**config.mk**
```make
export PLATFORM = sky130hd
export DESIGN_NAME = exc_unit
export DESIGN_NICKNAME = d
export VERILOG_FILES = /design/src/rtl/exc_unit.sv
export SDC_FILE = /design/constraint.sdc
export NUM_CORES = 1
export LEC_CHECK = 0
export ABC_AREA = 1
export CAP_MARGIN = 20
export CORE_MARGIN = 1
export CORE_UTILIZATION = 41
export CTS_CLUSTER_DIAMETER = 50
export CTS_CLUSTER_SIZE = 24
export DETAILED_ROUTE_END_ITERATION = 10
export HOLD_SLACK_MARGIN = 0.06
export PLACE_DENSITY_LB_ADDON = 0.05
export RECOVER_POWER = 50
export SYNTH_ARGS = -nofsm -noshare
export SYNTH_HDL_FRONTEND = slang
export SYNTH_SLANG_ARGS = --single-unit
```
**constraint.sdc**
```tcl
create_clock -name clk -period 1.63 [get_ports clk]
set_input_delay 0.2445 -clock clk [delete_from_list [all_inputs] [get_ports clk]]
set_output_delay 0.2445 -clock clk [all_outputs]
set_load 0.01 [all_outputs]
```
**src/rtl/exc_unit.sv**
```systemverilog
// Exception/eret redirect unit: picks the MEM-stage event, builds CP0 update values, flushes.
// Optional build macro EXC_CP0_FWD_EN forwards a pending WB mtc0 into the effective CP0 values.
module exc_unit #(
    parameter logic [31:0] EXC_VECTOR    = 32'h0000_0020,
    parameter int          REFILL_CYCLES = 2
) (
    input  logic        clk,
    input  logic        rst_n,
    input  logic        mem_valid,
    input  logic [31:0] mem_pc,
    input  logic [4:0]  mem_exc,
    input  logic        mem_in_ds,
    input  logic [31:0] cp0_status,
    input  logic [31:0] cp0_cause,
    input  logic [31:0] cp0_epc,
    input  logic        wb_cp0_we,
    input  logic [4:0]  wb_cp0_waddr,
    input  logic [31:0] wb_cp0_wdata,
    output logic        flush,
    output logic [31:0] new_pc,
    output logic        exc_we,
    output logic [31:0] exc_epc,
    output logic [31:0] exc_cause,
    output logic [31:0] exc_status
);
    localparam logic [2:0] REFILL_CNT = 3'(REFILL_CYCLES);

    typedef enum logic [1:0] {S_IDLE, S_REDIRECT, S_REFILL} state_t;

    state_t      r_state, w_state_next;
    logic [2:0]  r_cnt, w_cnt_next;
    logic        r_flush, w_flush_next;
    logic        r_exc_we, w_exc_we_next;
    logic [31:0] r_new_pc, w_new_pc_next;
    logic [31:0] r_epc, w_epc_next;
    logic [31:0] r_cause, w_cause_next;
    logic [31:0] r_status, w_status_next;

    logic [31:0] w_eff_status, w_eff_cause, w_eff_epc;
    logic        w_int;
    logic        w_exc_any;
    logic [4:0]  w_code;

`ifdef EXC_CP0_FWD_EN
    always_comb begin
        w_eff_status = cp0_status;
        w_eff_cause  = cp0_cause;
        w_eff_epc    = cp0_epc;
        if (wb_cp0_we && wb_cp0_waddr == 5'd12)
            w_eff_status = wb_cp0_wdata;
        // Only the software-writable cause bits (IP1:IP0, IV, WP) are overlaid
        if (wb_cp0_we && wb_cp0_waddr == 5'd13) begin
            w_eff_cause[9:8] = wb_cp0_wdata[9:8];
            w_eff_cause[23]  = wb_cp0_wdata[23];
            w_eff_cause[22]  = wb_cp0_wdata[22];
        end
        if (wb_cp0_we && wb_cp0_waddr == 5'd14)
            w_eff_epc = wb_cp0_wdata;
    end
`else
    logic w_unused_wb;
    assign w_unused_wb  = ^{wb_cp0_we, wb_cp0_waddr, wb_cp0_wdata};
    assign w_eff_status = cp0_status;
    assign w_eff_cause  = cp0_cause;
    assign w_eff_epc    = cp0_epc;
`endif

    assign w_int     = w_eff_status[0] & ~w_eff_status[1]
                     & (|(w_eff_cause[15:8] & w_eff_status[15:8]));
    assign w_exc_any = w_int | (|mem_exc[3:0]);

    always_comb begin
        if (w_int)           w_code = 5'd0;
        else if (mem_exc[0]) w_code = 5'd8;
        else if (mem_exc[1]) w_code = 5'd9;
        else if (mem_exc[2]) w_code = 5'd10;
        else                 w_code = 5'd12;
    end

    always_ff @(posedge clk) begin
        if (!rst_n) begin
            r_state  <= S_IDLE;
            r_cnt    <= 3'd0;
            r_flush  <= 1'b0;
            r_exc_we <= 1'b0;
            r_new_pc <= 32'd0;
            r_epc    <= 32'd0;
            r_cause  <= 32'd0;
            r_status <= 32'd0;
        end else begin
            r_state  <= w_state_next;
            r_cnt    <= w_cnt_next;
            r_flush  <= w_flush_next;
            r_exc_we <= w_exc_we_next;
            r_new_pc <= w_new_pc_next;
            r_epc    <= w_epc_next;
            r_cause  <= w_cause_next;
            r_status <= w_status_next;
        end
    end

    always_comb begin
        w_state_next  = r_state;
        w_cnt_next    = r_cnt;
        w_flush_next  = 1'b0;
        w_exc_we_next = 1'b0;
        w_new_pc_next = r_new_pc;
        w_epc_next    = r_epc;
        w_cause_next  = r_cause;
        w_status_next = r_status;
        case (r_state)
            S_IDLE: begin
                if (mem_valid && w_exc_any) begin
                    w_state_next  = S_REDIRECT;
                    w_flush_next  = 1'b1;
                    w_exc_we_next = 1'b1;
                    w_new_pc_next = EXC_VECTOR;
                    w_status_next = w_eff_status | 32'h0000_0002;
                    w_cause_next  = w_eff_cause;
                    w_cause_next[6:2] = w_code;
                    // Nested exception under EXL keeps the original EPC and BD
                    if (w_eff_status[1]) begin
                        w_epc_next = w_eff_epc;
                    end else begin
                        w_epc_next = mem_in_ds ? (mem_pc - 32'd4) : mem_pc;
                        w_cause_next[31] = mem_in_ds;
                    end
                end else if (mem_valid && mem_exc[4]) begin
                    w_state_next  = S_REDIRECT;
                    w_flush_next  = 1'b1;
                    w_exc_we_next = 1'b1;
                    w_new_pc_next = w_eff_epc;
                    w_status_next = w_eff_status & ~32'h0000_0002;
                    w_cause_next  = w_eff_cause;
                    w_epc_next    = w_eff_epc;
                end
            end
            S_REDIRECT: begin
                w_state_next = S_REFILL;
                w_cnt_next   = REFILL_CNT;
            end
            S_REFILL: begin
                if (r_cnt <= 3'd1) begin
                    w_state_next = S_IDLE;
                    w_cnt_next   = 3'd0;
                end else begin
                    w_cnt_next = r_cnt - 3'd1;
                end
            end
            default: begin
                w_state_next = S_IDLE;
                w_cnt_next   = 3'd0;
            end
        endcase
    end

    assign flush      = r_flush;
    assign exc_we     = r_exc_we;
    assign new_pc     = r_new_pc;
    assign exc_epc    = r_epc;
    assign exc_cause  = r_cause;
    assign exc_status = r_status;
endmodule

```
==> summary.txt <==
Place
  • RePlAce Congestion: 0.904
  • Cells after DPL: 1,413
  • DP Area: 9890 µm²
  • IO Port Bufs: 266
  • Post-DP HPWL: 16.0 mm
  • Dpl ws: -0.503 ns

Logic synthesis
  • Area of the mapped netlist: 6380 µm²
  • Cell count after synthesis: 910
  • Count of unique library cells instantiated by Yosys: 38
  • Yosys reg bits: 134
  • Mean Syn Cell Area: 7.01 µm²
  • Seq/Total Area, Yosys: 42.1%
  • Warnings from Yosys: 0
  • Post-Syn Nets: 1,091

Cells and area
  • Fillers: 1,287
  • Final Cell Area: 10,800 µm²
  • Antenna cells: 0
  • Fin util: 70.8%
  • Final Non-Filler Cells: 1,454
  • Final nets: 1,434
  • Area growth from synthesis to layout: 68.7%
  • Share of cells above drive strength 1: 16.0%

Drt
  • Routed Antenna Nets: 0
  • Detailed Route WL: 22.1 mm
  • Avg WL per Cell: 15.2 µm
  • Vias per cell: 4.95
  • Initial DRC Count: 512
  • First-pass DRT Iterations: 5
  • Residual DRC count: 0
  • Routed vias: 7,192

Die
  • Die X: 127 µm
  • Num ports: 305
  • Core Box Area: 15,200 µm²
  • Die Y: 127 µm
  • Die area: 16,100 µm²
  • Placement Rows: 45
  • Initial Utilization: 42.0%

Global route
  • Total GRT Usage: 26.9%
  • Vias in the first global route: 6,480
  • Initial antenna violation count: 0
  • Largest net degree at the start of global routing: 64
  • Global-route wire length before repair: 33.6 mm
  • GRT Residual Overflow: 0

STA
  • Min Tclk post-route: 1.59 ns
  • TNS Setup: 0 ns
  • Worst Tran Pin Value: 0.435 ns
  • Final hold violations: 0
  • Hold slack: 0.126 ns
  • Final count of pins violating max slew: 0
  • Max Freq: 0.629 GHz
  • Final setup fails: 0
  • Worst rel slew slack: 71.0%
  • Final Cycle Share: 97.5%
  • Skew final: 0.00642 ns
  • Setup ws final: 0.0413 ns

Clock network
  • Clk buf depth: 2
  • Clk_lat worst skew: 0.43 ns
  • Worst-path clk slew: 0.06 ns
  • Clock Sink Count: 134
  • Cts bufs inserted: 17
  • CTS tree: yes
  • CTS root buf: clkbuf_16
  • H-tree levels: 4
  • Cts hold-fix bufs: 0

Critical path
  • Critical path's slowest cell: clkdlybuf4s50_1
  • Cell family with most CP delay: buffers and inverters
  • Critical Path, Cell by Cell: clkdlybuf4s50_1
  • CP startpoint kind: flop
  • Crit. End Element: output port
  • R2R setup slack: 0.12 ns
  • Crit-path max FO: 2
  • Critical path arrival: 1.34 ns
  • Delay of the slowest cell on the worst path: 0.55 ns
  • Kind of critical path: reg -> out
  • Worst Path Required: 1.39 ns
  • Worst Path Buf+Inv: 1

Power
  • Switching share of power: 29.5%
  • Comb pwr share: 27.1%
  • Leak: 4.63 nW
  • Overall Power: 10.1 mW
  • PD cells: 939 nW/µm²
  • Psw: 2.98 mW
  • Clk pwr share: 35.7%
  • Int Pwr: 7.12 mW
  • Sequential share of power: 37.2%
  • Peak supply drop: 0.865 mV

Run status
  • Outcome: completed

Min path
  • Worst Hold Class: in -> reg

Flow run
  • Max-cap violations: 0
logic make-up (layout without fill, tap and decap cells):
group / Yosys count / count (layout) / synth area share, %
compound gates: 177 / 177 / 14.4
xor+xnor: 12 / 12 / 1.65
fa+ha+maj: 6 / 6 / 1.18
buf+inv: 118 / 474 / 8.32
flops: 134 / 134 / 42.1
simple gates: 463 / 463 / 32.4
synthesized netlist by cell type (all sizes together):
cell type / n / share of area [%]
or2: 7 / 0.73
clkbuf: 14 / 0.84
and2: 1 / 0.098
xnor2: 5 / 0.69
nor2: 64 / 4.7
inv: 66 / 3.9
a21boi: 1 / 0.12
nor3: 12 / 1.5
a21oi: 105 / 8.4
dfxtp: 134 / 42
o21a: 6 / 0.71
clkinv: 1 / 0.078
xor2: 7 / 0.96
nand2: 295 / 18
ha: 6 / 1.2
nand4: 8 / 0.88
o21ai: 62 / 4.9
nand3: 70 / 6.3
o211ai: 3 / 0.35
nand3b: 6 / 0.71
buf: 37 / 3.5
worst reg2reg max path, delay by kind of cell, from the launching register on:
| kind | cells | cell delay [ns] |
|---|---|---|
| buffers and inverters | 3 | 0.44 |
| adders and majority gates | 1 | 0.22 |
| and+or+nand+nor | 1 | 0.15 |
| AOI/OAI and AO/OA | 2 | 0.27 |
| DFF | 1 | 0.31 |
power groups by stage:
stage	Combinational [mW]	Sequential (mW)	Clock [mW]
after global placement	2.57	3.82	0
after CTS	2.62	3.76	3.66
after detailed placement	2.58	3.82	0
after floorplan	0.969	3.95	0
final	2.74	3.76	3.61
after global routing	2.95	3.79	3.82
layout by cell type, fill, tap and decap left out, types with 2 or more instances in the layout:
master / Yosys / final
xnor2_1: 5 / 5
dlymetal6s2s_1: 0 / 21
nor3_4: 2 / 2
clkinv_2: 1 / 4
a21oi_1: 103 / 95
nand4_1: 7 / 7
o21a_1: 6 / 6
nor2_4: 4 / 5
inv_1: 62 / 61
a21oi_2: 2 / 10
xor2_1: 7 / 7
clkdlybuf4s50_1: 0 / 239
nor2_1: 53 / 44
clkbuf_1: 13 / 2
inv_2: 4 / 3
o21ai_0: 34 / 31
nand2_1: 291 / 286
nor3_1: 8 / 6
buf_6: 4 / 5
inv_6: 0 / 3
o21ai_1: 28 / 31
nand3_2: 5 / 2
ha_1: 6 / 4
ha_2: 0 / 2
or2_0: 6 / 6
o211ai_1: 3 / 3
buf_4: 6 / 89
nor2_2: 6 / 14
dfxtp_1: 134 / 133
nand3_4: 2 / 5
clkbuf_16: 0 / 20
dlygate4sd2_1: 0 / 4
nor3_2: 2 / 4
nand2_4: 0 / 2
nand3b_1: 6 / 6
clkinvlp_4: 0 / 4
nand2_2: 4 / 7
clkinv_4: 0 / 3
nand3_1: 63 / 63
buf_12: 0 / 10
sequential cells by signal (all words and copies together), names as in the netlist:
| register | count |
|---|---|
| exc_cause | 32 |
| exc_epc | 32 |
| exc_status | 32 |
| new_pc | 32 |
| r_cnt | 3 |
| r_state | 2 |
| exc_we | 1 |
repair_timing:
| item | in CTS | in global routing |
|---|---|---|
| gates cloned | 0 | 3 |
| pin swaps | 5 | 17 |
| setup buffers | 2 | 4 |
| endpoints found under the hold margin | 0 | 0 |
| setup endpoints to repair | 27 | 131 |
| resized for setup | 14 | 59 |
layout make-up:
cell class	count	area, µm²	share of cell area (%)
clock buffer	18	429	3.99
clock inverter	14	128	1.19
inverter	67	268	2.49
multi-input combinational	658	3280	30.5
sequential	134	2680	24.9
tap	188	235	2.19
timing repair buffer	375	3740	34.7
per-layer routing:
layer  vias up  routed length [µm]  GRT usage, %
met5         -                   0             0
met4         0                 617          11.4
met3        43                1540          6.07
met2       272                9980          40.8
met1      3245                9990          36.8
li1       3632                   -             -
path summary, 6_finish.rpt:
check,from,end,cells past startpoint
worst max-delay path,exc_epc[24],exc_epc[24],1
worst min-delay path,cp0_cause[11],exc_cause[11],3
worst max register to register,r_state[0],exc_epc[19],7
worst min register to register,exc_status[1],exc_status[1],2
Power figures use the tool's default switching activity.
